`config.mk`:
```
export PLATFORM = sky130hd
export DESIGN_NAME = nanorv32_ahb_arbiter
export DESIGN_NICKNAME = d
export VERILOG_FILES = /design/src/rtl/nanorv32_ahb_arbiter.sv
export SDC_FILE = /design/constraint.sdc
export NUM_CORES = 1
export LEC_CHECK = 0
export ABC_AREA = 1
export CAP_MARGIN = 20
export CORE_ASPECT_RATIO = 0.8
export CORE_MARGIN = 1.5
export CORE_UTILIZATION = 38
export CTS_BUF_LIST = sky130_fd_sc_hd__clkbuf_4
export CTS_CLUSTER_DIAMETER = 150
export DETAILED_ROUTE_END_ITERATION = 8
export PLACE_DENSITY = 0.71
export SYNTH_ARGS = -nofsm -noshare
export SYNTH_HDL_FRONTEND = slang
export SYNTH_SLANG_ARGS = --single-unit
```
`constraint.sdc`:
```
create_clock -name clk -period 8.82 [get_ports clk]
set_input_delay 1.323 -clock clk [delete_from_list [all_inputs] [get_ports clk]]
set_output_delay 1.323 -clock clk [all_outputs]
set_load 0.005 [all_outputs]
```
`src/rtl/nanorv32_ahb_arbiter.sv`:
```
// Two-master (I-side prefetch / D-side load-store) AHB-lite arbiter onto one slave port.
// Address phase is combinational from the grant; losers park in a one-deep per-master slot.
module nanorv32_ahb_arbiter #(
  parameter int ADDR_W     = 32,
  parameter int DATA_W     = 32,
  parameter int STARVE_MAX = 4
) (
  input  logic              clk,
  input  logic              rst,
  input  logic [ADDR_W-1:0] haddri,
  input  logic              htransi,
  input  logic [2:0]        hsizei,
  output logic [DATA_W-1:0] hrdatai,
  output logic              hreadyi,
  output logic              hrespi,
  input  logic [ADDR_W-1:0] haddrd,
  input  logic              htransd,
  input  logic [2:0]        hsized,
  input  logic              hwrited,
  input  logic [DATA_W-1:0] hwdatad,
  output logic [DATA_W-1:0] hrdatad,
  output logic              hreadyd,
  output logic              hrespd,
  output logic [ADDR_W-1:0] haddrs,
  output logic [1:0]        htranss,
  output logic [2:0]        hsizes,
  output logic              hwrites,
  output logic [DATA_W-1:0] hwdatas,
  output logic              hmasters,
  input  logic [DATA_W-1:0] hrdatas,
  input  logic              hreadys,
  input  logic              hresps
);

  localparam int            SW         = $clog2(STARVE_MAX + 1);
  localparam logic [SW-1:0] STARVE_LIM = SW'(STARVE_MAX);

  logic              pend_i_q, pend_i_d, pend_d_q, pend_d_d;
  logic [ADDR_W-1:0] pend_i_addr_q, pend_i_addr_d, pend_d_addr_q, pend_d_addr_d;
  logic [2:0]        pend_i_size_q, pend_i_size_d, pend_d_size_q, pend_d_size_d;
  logic              pend_d_write_q, pend_d_write_d;
  logic              dp_valid_q, dp_valid_d, dp_owner_q, dp_owner_d;
  logic [SW-1:0]     starve_q, starve_d;
  logic [ADDR_W-1:0] haddr_q, haddr_d;
  logic [2:0]        hsize_q, hsize_d;
  logic              hwrite_q, hwrite_d, hmaster_q, hmaster_d;

  logic rdy_i, rdy_d, live_i, live_d, req_i, req_d, arb_en, gnt_i, gnt_d;

  always_comb begin
    rdy_i = 1'b1;
    if (pend_i_q)                      rdy_i = 1'b0;
    else if (dp_valid_q && !dp_owner_q) rdy_i = hreadys;
    rdy_d = 1'b1;
    if (pend_d_q)                      rdy_d = 1'b0;
    else if (dp_valid_q && dp_owner_q) rdy_d = hreadys;
  end

  assign live_i = htransi & rdy_i;
  assign live_d = htransd & rdy_d;
  assign req_i  = pend_i_q | live_i;
  assign req_d  = pend_d_q | live_d;
  assign arb_en = hreadys & ~rst;
  // D has priority unless I has been kept waiting STARVE_MAX cycles
  assign gnt_i  = arb_en & req_i & ((starve_q == STARVE_LIM) | ~req_d);
  assign gnt_d  = arb_en & req_d & ~gnt_i;

  always_comb begin
    haddr_d   = haddr_q;
    hsize_d   = hsize_q;
    hwrite_d  = hwrite_q;
    hmaster_d = hmaster_q;
    if (gnt_d) begin
      haddr_d   = pend_d_q ? pend_d_addr_q  : haddrd;
      hsize_d   = pend_d_q ? pend_d_size_q  : hsized;
      hwrite_d  = pend_d_q ? pend_d_write_q : hwrited;
      hmaster_d = 1'b1;
    end else if (gnt_i) begin
      haddr_d   = pend_i_q ? pend_i_addr_q : haddri;
      hsize_d   = pend_i_q ? pend_i_size_q : hsizei;
      hwrite_d  = 1'b0;
      hmaster_d = 1'b0;
    end
  end

  assign haddrs   = haddr_d;
  assign hsizes   = hsize_d;
  assign hwrites  = hwrite_d;
  assign hmasters = hmaster_d;
  assign htranss  = (gnt_i | gnt_d) ? 2'b10 : 2'b00;

  assign hrdatai = hrdatas;
  assign hrdatad = hrdatas;
  assign hreadyi = rdy_i;
  assign hreadyd = rdy_d;
  assign hrespi  = dp_valid_q & ~dp_owner_q & hresps;
  assign hrespd  = dp_valid_q &  dp_owner_q & hresps;
  assign hwdatas = (dp_valid_q && dp_owner_q) ? hwdatad : '0;

  always_comb begin
    pend_i_d       = pend_i_q;
    pend_i_addr_d  = pend_i_addr_q;
    pend_i_size_d  = pend_i_size_q;
    pend_d_d       = pend_d_q;
    pend_d_addr_d  = pend_d_addr_q;
    pend_d_size_d  = pend_d_size_q;
    pend_d_write_d = pend_d_write_q;
    dp_valid_d     = dp_valid_q;
    dp_owner_d     = dp_owner_q;
    starve_d       = starve_q;
    // An idle master sees hready=1 even during slave wait states, so its request must be parked
    if (gnt_i) pend_i_d = 1'b0;
    else if (live_i) begin
      pend_i_d      = 1'b1;
      pend_i_addr_d = haddri;
      pend_i_size_d = hsizei;
    end
    if (gnt_d) pend_d_d = 1'b0;
    else if (live_d) begin
      pend_d_d       = 1'b1;
      pend_d_addr_d  = haddrd;
      pend_d_size_d  = hsized;
      pend_d_write_d = hwrited;
    end
    if (hreadys) begin
      dp_valid_d = gnt_i | gnt_d;
      if (gnt_i | gnt_d) dp_owner_d = gnt_d;
      if (gnt_i)                                starve_d = '0;
      else if (req_i && starve_q != STARVE_LIM) starve_d = starve_q + SW'(1);
    end
  end

  always_ff @(posedge clk or posedge rst) begin
    if (rst) begin
      pend_i_q       <= 1'b0;
      pend_i_addr_q  <= '0;
      pend_i_size_q  <= '0;
      pend_d_q       <= 1'b0;
      pend_d_addr_q  <= '0;
      pend_d_size_q  <= '0;
      pend_d_write_q <= 1'b0;
      dp_valid_q     <= 1'b0;
      dp_owner_q     <= 1'b0;
      starve_q       <= '0;
      haddr_q        <= '0;
      hsize_q        <= '0;
      hwrite_q       <= 1'b0;
      hmaster_q      <= 1'b0;
    end else begin
      pend_i_q       <= pend_i_d;
      pend_i_addr_q  <= pend_i_addr_d;
      pend_i_size_q  <= pend_i_size_d;
      pend_d_q       <= pend_d_d;
      pend_d_addr_q  <= pend_d_addr_d;
      pend_d_size_q  <= pend_d_size_d;
      pend_d_write_q <= pend_d_write_d;
      dp_valid_q     <= dp_valid_d;
      dp_owner_q     <= dp_owner_d;
      starve_q       <= starve_d;
      haddr_q        <= haddr_d;
      hsize_q        <= hsize_d;
      hwrite_q       <= hwrite_d;
      hmaster_q      <= hmaster_d;
    end
  end

endmodule

```
# Word level (Yosys, flattened, before mapping)

Cells that the tools add are included.
Widths: inputs -> output; s select.

Bits of input ports: 141
Bits in registers: 115
Logic and storage cells: 73
Output and inout port bits: 139

Bitwise operators: 20
Add/sub/neg operators: 1
Equality and inequality tests: 2
Multiplexer cells: 25
Reduce and logical (&&, ||, !) cells: 11

Operator list:

| kind                | count |
|---|---|
| $mux 32             | 5 |
| $mux 3              | 6 |
| $mux 1              | 13 |
| $and 1x1->1         | 11 |
| $reduce_and 2->1    | 4 |
| $reduce_bool 2->1   | 3 |
| $not 1->1           | 5 |
| $or 1x1->1          | 4 |
| $add 3x1->3 const B | 1 |
| $eq 3x3->1 const B  | 1 |
| $logic_and 1x1->1   | 3 |
| $ne 3x3->1 const B  | 1 |
| $mux 2              | 1 |
| $logic_not 1->1     | 1 |

# Depth between registers and ports, before layout

Gate-level depths: netlist of run 1.

Depth after elaboration: 12
Depth in mapped cells: 10
Mapped depth without buffers: 9

# Least setup slack after synthesis of run 1

No wires, ideal clock.

Kind: in2out
Start point: input port rst
End point: output port haddrs[11]
Arrival time: 5.163 ns
Stages: 8
Slack: 2.334 ns
Required time: 7.497 ns
Cells stage by stage: inv_1 -> o211ai_2 -> inv_2 -> nand2_2 -> inv_2 -> buf_2 -> nand2_1 -> nand2_1

Longest elaborated chain between the ends: 7
Elaborated cells on any way between the ends: 9

RTL lines:

| item                     | RTL line | text |
|---|---|---|
| start: declaration       | 9        | `input logic rst,` |
| $not 1->1 (*)            | 63       | `assign arb_en = hreadys & ~rst;` |
| $and 1x1->1 (*)          | 63       |  |
| $and 1x1->1 (2 in a row) | 65       | `assign gnt_i = arb_en & req_i & ((starve_q == STARVE_LIM) \| ~req_d);` |
| $not 1->1 (no line)      | -        |  |
| $and 1x1->1              | 66       | `assign gnt_d = arb_en & req_d & ~gnt_i;` |
| $mux 32 (*)              | 73       | `if (gnt_d) begin` |
| end: declaration         | 24       | `output logic [ADDR_W-1:0] haddrs,` |

Every way passes the cells marked *; elsewhere a longest branch is shown, timed or not.

# Worst setup path in the final report of run 1

Start point: input port hreadys
End point: output port haddrs[29]

Longest elaborated chain between the ends: 10
Elaborated cells on any way between the ends: 18

RTL lines:

| item                | RTL line | text |
|---|---|---|
| start: declaration  | 31       | `input logic hreadys,` |
| $mux 1              | 56       | `else if (dp_valid_q && dp_owner_q) rdy_d = hreadys;` |
| $mux 1              | 55       | `if (pend_d_q) rdy_d = 1'b0;` |
| $and 1x1->1         | 60       | `assign live_d = htransd & rdy_d;` |
| $or 1x1->1          | 62       | `assign req_d = pend_d_q \| live_d;` |
| $not 1->1           | 65       |  |
| $or 1x1->1          | 65       |  |
| $and 1x1->1         | 65       |  |
| $not 1->1 (no line) | -        |  |
| $and 1x1->1         | 66       |  |
| $mux 32 (*)         | 73       |  |

Marks and branches as above.

==> results of run 1 <==
==> metal layers <==
metal / share of wire, % / track usage (%) / vias up
met4: 0.63 / 4.33 / 0
met2: 47 / 32.3 / 212
met1: 45 / 27.8 / 2634
li1: - / - / 2754
met3: 7.6 / 5.51 / 15
met5: 0 / 0 / -
==> cells in the final DEF (no fill, tap or decap), types with 4 or more instances in the layout <==
cell / count
dfrtp_1: 113
clkdlybuf4s50_1: 182
clkbuf_4: 19
nor2_1: 41
inv_1: 76
inv_2: 4
nand3_1: 88
o21ai_0: 55
mux2_2: 35
buf_4: 5
o21ai_1: 31
nand2_2: 4
nand2_1: 260
==> metrics by stage <==
stage	setup slack, ps	hold WS [ps]
after global routing	2760	495
after floorplan	2330	436
after global placement	3090	448
after CTS	2960	477
final	2940	473
after detailed placement	2960	455
==> worst min-delay path by stage <==
stage,from,end
4_1_cts,pend_d_addr_q[21]$_DFFE_PP0P_,pend_d_addr_q[21]$_DFFE_PP0P_
3_3_place_gp,pend_d_addr_q[28]$_DFFE_PP0P_,pend_d_addr_q[28]$_DFFE_PP0P_
2_1_floorplan,pend_d_addr_q[0]$_DFFE_PP0P_,pend_d_addr_q[0]$_DFFE_PP0P_
6_report,pend_d_addr_q[22]$_DFFE_PP0P_,pend_d_addr_q[22]$_DFFE_PP0P_
5_1_grt,pend_d_addr_q[8]$_DFFE_PP0P_,pend_d_addr_q[8]$_DFFE_PP0P_
3_5_place_dp,pend_d_addr_q[21]$_DFFE_PP0P_,pend_d_addr_q[21]$_DFFE_PP0P_
==> registers in the layout (all words and copies together), names as in the netlist <==
register	flops
dp_owner_q	1
dp_valid_q	1
haddr_q	32
hmaster_q	1
hsize_q	3
hwrite_q	1
pend_d_addr_q	32
pend_d_q	1
pend_d_size_q	3
pend_d_write_q	1
pend_i_addr_q	32
pend_i_q	1
pend_i_size_q	3
starve_q	3
==> layout make-up <==
cell class	instances	area (µm²)	area share, %
Clock inverter	9	116	1.42
Clock buffer	19	143	1.74
Multi-Input combinational cell	529	2580	31.5
Tap cell	220	275	3.37
Sequential cell	115	2880	35.2
Timing Repair Buffer	188	1880	23.0
Inverter	81	307	3.75
==> power groups by stage <==
stage          combinational, µW  sequential, µW  clock [µW]
4_1_cts                      933             914         396
2_1_floorplan                600             846           0
5_1_grt                     1040             947         423
3_3_place_gp                 916             917           0
3_5_place_dp                 928             921           0
6_report                     927             916         387
==> logic make-up after synthesis <==
family | count (synthesis) | synth area share (%)
mux | 36 | 6.23
fa+ha+maj | 2 | 0.386
other cells | 1 | 0.0578
xor+xnor | 1 | 0.135
simple gates | 399 | 25.6
buf+inv | 192 | 16.1
flops | 115 | 44.3
compound gates | 90 | 7.19
==> worst max-delay path, delay by kind of cell <==
kind	cells	cell delay [ps]
AOI/OAI and AO/OA	1	180
buffers and inverters	3	1660
and+or+nand+nor	6	1360
==> results.sh, run 1 <==
export IMPL_r2r_start="pend_i_q$_DFFE_PP0P_"
export IMPL_worstRegToRegCells=8
export IMPL_crit_fanout=81
export IMPL_ctsResizeCount=0
export IMPL_clock_skew_ps=18.6
export IMPL_max_cap_violations=0
export IMPL_route_antenna_remaining_nets=0
export IMPL_detail_route_vias_per_cell=4.84
export IMPL_crit_start="hreadys"
export IMPL_crit_required_ps=7500
export IMPL_dr_pass1_iters=5
export IMPL_p_sw_uw=806
export IMPL_die_y_um=120
export IMPL_dieArea_um2=17900
export IMPL_yosys_area_top_type="dfrtp_1"
export IMPL_finalSetupViolCount=0
export IMPL_crit_slowest_cell="clkdlybuf4s50_1"
export IMPL_netlist_top_cells_count="261 x nand2_1, 115 x dfrtp_1, 88 x nand3_1, 77 x inv_1, 73 x buf_4"
export IMPL_min_path_cells=2
export IMPL_async_flop_share_pct=100
export IMPL_seqPwrFrac_pct=41.1
export IMPL_tns_ps=0
export IMPL_yosys_cell_types_count=27
export IMPL_total_power_uw=2230
export IMPL_ctsHoldBuffers=0
export IMPL_power_share_clock_pct=17.4
export IMPL_coreArea_um2=16600
export IMPL_synth_top_cell_area_share_pct=44.3
export IMPL_ys_seq_elements=115
export IMPL_start_util_pct=39.1
export IMPL_fin_crit_ps=5880
export IMPL_p_leak_uw=0.00411
export IMPL_netSwitchingFraction_pct=36.2
export IMPL_cts_sinks=115
export IMPL_p_per_area_nw_per_um2=273
export IMPL_cts_tree="done"
export IMPL_drtIter0Drc=421
export IMPL_synth_most_common_cell="nand2_1"
export IMPL_crit_arrival_ps=4550
export IMPL_fin_util_pct=49.3
export IMPL_fp_row_count=42
export IMPL_synth_edf_count=0
export IMPL_worstSkewPairLatency_ps=530
export IMPL_critPathCapture="haddrs[29]"
export IMPL_tightest_slew_ps=1020
export IMPL_placed_cell_area_um2=7900
export IMPL_drive_above_1_share_pct=8.93
export IMPL_critPathMaxStageDelay_ps=680
export IMPL_hold_viol=0
export IMPL_ys_top_cells_by_area="dfrtp_1 44%, nand2_1 15%, buf_4 8.4%, nand3_1 6.8%, mux2_2 6.1%"
export IMPL_vias=5615
export IMPL_ctsRootBufferMaster="clkbuf_4"
export IMPL_synthFlopType="dfrtp_1"
export IMPL_numCtsBuffers=17
export IMPL_slew_violations=0
export IMPL_io_buffers=182
export IMPL_fmaxAchievable_mhz=170
export IMPL_track_usage_pct=20.3
export IMPL_drc=0
export IMPL_yosys_warnings=0
export IMPL_pwr_share_comb_pct=41.5
export IMPL_grt_max_degree=82
export IMPL_place_gp_congestion=0.880
export IMPL_syn_inst=836
export IMPL_syn_to_final_growth_pct=26.0
export IMPL_routedWlPerCell_um=15.3
export IMPL_vdd_drop_max_uv=146
export IMPL_cts_max_level=4
export IMPL_syn_nets=979
export IMPL_cp_cell_sequence="clkdlybuf4s50_1 -> nor2_4 -> o21bai_2 -> nand2_2 -> nand2_4 -> nand2_2 -> inv_2 -> nand2_1 -> nand2_1 -> clkdlybuf4s50_1"
export IMPL_r2r_slack_ps=5430
export IMPL_status="finished, final reports clean"
export IMPL_wl_um=17800
export IMPL_fin_area_um2=8180
export IMPL_synth_seq_area_share_pct=44.3
export IMPL_slew_headroom_pct=31.9
export IMPL_finalCritPeriodShare_pct=66.6
export IMPL_grt_overflow_total=0
export IMPL_startpoint_type="input port"
export IMPL_grt_pass1_wl_um=27600
export IMPL_power_internal_uw=1420
export IMPL_syn_area_um2=6490
export IMPL_crit_path_end_kind="primary output"
export IMPL_worst_setup_path_type="in2out"
export IMPL_rsz0062_at_grt="no"
export IMPL_clk_pin_slew_worst_paths_ps=90
export IMPL_die_width_um=149
export IMPL_fillCellCount=1651
export IMPL_antenna_found_initial=0
export IMPL_holdCritPathClass="reg2reg"
export IMPL_ioPinCount=280
export IMPL_dp_cells=1132
export IMPL_fin_nets=1075
export IMPL_cts_setup_buffers=0
export IMPL_finalNonFillerCells=1161
export IMPL_grt_pass1_vias=5159
export IMPL_hpwl_um=12800
export IMPL_clock_path_buffers=2
export IMPL_syn_avg_cell_area_um2=7.76
export IMPL_antenna_cells=0
export IMPL_worstReg2RegEnd="pend_d_addr_q[27]$_DFFE_PP0P_"
Note: power is estimated with default switching activity, not from simulation.
==> inputs of run 2 (changes only) <==
==> constraint.sdc (replaced) <==
create_clock -name clk -period 5.7 [get_ports clk]
set_input_delay 0.855 -clock clk [delete_from_list [all_inputs] [get_ports clk]]
set_output_delay 0.855 -clock clk [all_outputs]
set_load 0.005 [all_outputs]
==> run 2 against run 1 <==
  * Flip-flop and latch count unchanged
  * Wire length up 0.22%
  * Hold slack better by 2.8 ps
  * Die area is the same
  * Global-route usage shrank 0.054 points
  * Critical endpoint is now hmasters
  * Highest routed layer unchanged
==> results.sh, run 2 (synthesis results as in run 1) <==
export IMPL_p_per_area_nw_per_um2=427
export IMPL_cts_sinks=115
export IMPL_seq_area_um2=2880
export IMPL_worst_setup_path_type="reg2out"
export IMPL_syn_to_final_growth_pct=27.0
export IMPL_fin_area_um2=8240
export IMPL_ioPinCount=280
export IMPL_grt_pass1_wl_um=27700
export IMPL_wl_um=17900
export IMPL_slew_headroom_pct=30.4
export IMPL_fin_nets=1076
export IMPL_grt_use_met1_pct=26.8
export IMPL_holdCritPathClass="reg2reg"
export IMPL_fillCellCount=1590
export IMPL_crit_path_end_kind="primary output"
export IMPL_grt_busiest_layer="met2"
export IMPL_numCtsBuffers=17
export IMPL_dr_pass1_iters=5
export IMPL_layout_common_cells="260 x nand2_1, 182 x clkdlybuf4s50_1, 113 x dfrtp_1"
export IMPL_hpwl_um=13000
export IMPL_grt_pass1_vias=5274
export IMPL_fin_crit_ps=4710
export IMPL_hold_viol=0
export IMPL_multi_input_area_um2=2580
export IMPL_route_antenna_remaining_nets=0
export IMPL_antenna_found_initial=1
export IMPL_routedWlPerCell_um=15.3
export IMPL_crit_fanout=40
export IMPL_grt_overflow_total=0
export IMPL_ctsHoldBuffers=0
export IMPL_coreArea_um2=16600
export IMPL_clock_skew_ps=15.3
export IMPL_tightest_slew_ps=1040
export IMPL_start_util_pct=39.1
export IMPL_slew_violations=0
export IMPL_worstSkewPairLatency_ps=520
export IMPL_track_usage_pct=20.3
export IMPL_final_common_cell="nand2_1"
export IMPL_finalSetupViolCount=0
export IMPL_met2_usage_pct=32.3
export IMPL_status="finished, final reports clean"
export IMPL_ctsRootBufferMaster="clkbuf_4"
export IMPL_crit_required_ps=4850
export IMPL_crit_start="pend_d_q$_DFFE_PP0P_"
export IMPL_fin_util_pct=49.6
export IMPL_clock_path_buffers=2
export IMPL_io_buffers=182
export IMPL_vdd_drop_max_uv=263
export IMPL_die_y_um=120
export IMPL_rsz0062_at_grt="no"
export IMPL_ctsResizeCount=0
export IMPL_cts_max_level=4
export IMPL_startpoint_type="flop"
export IMPL_top_regs="haddr_q (32), pend_d_addr_q (32), pend_i_addr_q (32)"
export IMPL_cts_setup_buffers=0
export IMPL_drtIter0Drc=335
export IMPL_grtUsageMet3_pct=6.31
export IMPL_p_leak_uw=0.00413
export IMPL_placed_cell_area_um2=7910
export IMPL_r2r_start="pend_d_q$_DFFE_PP0P_"
export IMPL_fmaxAchievable_mhz=212
export IMPL_hold_start="pend_d_addr_q[27]$_DFFE_PP0P_"
export IMPL_detail_route_vias_per_cell=4.77
export IMPL_cts_tree="done"
export IMPL_fp_row_count=42
export IMPL_drc=0
export IMPL_crit_arrival_ps=3860
export IMPL_finalCritPeriodShare_pct=82.6
export IMPL_clk_pin_slew_worst_paths_ps=100
export IMPL_grt_max_degree=68
export IMPL_tns_ps=0
export IMPL_dp_cells=1133
export IMPL_finalNonFillerCells=1168
export IMPL_dieArea_um2=17900
export IMPL_place_gp_congestion=0.856
export IMPL_vias=5577
export IMPL_max_cap_violations=0
export IMPL_drive_above_1_share_pct=9.30
export IMPL_die_width_um=149
[run 2: cell count changes in the layout (fill, tap and decap cells not counted)]
cell / change
diode_2: +2
clkinv_1: +1
bufinv_16: +1
clkinvlp_4: +2
buf_4: +1
[run 2: power by group]
group	internal (µW)	total [µW]	switching [µW]
Sequential	1180	1360	183
Combinational	733	1500	765
Clock	350	660	310
Total	2260	3520	1260
[run 2: final cells by class]
| class | instances | area share [%] |
|---|---|---|
| Inverter | 81 | 3.72 |
| Timing Repair Buffer | 189 | 22.9 |
| Tap cell | 220 | 3.34 |
| Multi-Input combinational cell | 529 | 31.3 |
| Antenna cell | 2 | 0.0607 |
| Sequential cell | 115 | 35.0 |
| Clock inverter | 13 | 2.00 |
| Clock buffer | 19 | 1.73 |
[run 2: critical path, stage by stage (launching register included)]
cell	delay, ps
dfrtp_2	780
o211ai_4	990
inv_2	310
nand2_2	260
buf_4	390
nand2_1	120
clkdlybuf4s50_1	470
[run 2: per-layer routing]
| layer | up-vias | share of wire (%) |
|---|---|---|
| met1 | 2570 | 44 |
| li1 | 2761 | - |
| met2 | 221 | 46 |
| met3 | 25 | 8.4 |
| met4 | 0 | 1.4 |
| met5 | - | 0 |
[run 2: per-stage QoR]
stage	setup WS [ps]	total power [µW]	hold slack (ps)
detailed placement	1130	2870	453
floorplan	150	2240	436
CTS	980	3540	479
finish	990	3520	476
global placement	1180	2840	448
global route	691	3790	494
[run 2: path summary, 6_finish.rpt]
path | slack (ps) | cells past startpoint | endpoint
max | 990 | 6 | hmasters
min | 480 | 2 | pend_d_addr_q[27]$_DFFE_PP0P_
max reg2reg | 2270 | 7 | pend_d_addr_q[18]$_DFFE_PP0P_
min reg2reg | 480 | 2 | pend_d_addr_q[27]$_DFFE_PP0P_
max in group asynchronous | 3430 | 4 | pend_i_q$_DFFE_PP0P_
min in group asynchronous | 580 | 2 | pend_i_addr_q[3]$_DFFE_PP0P_
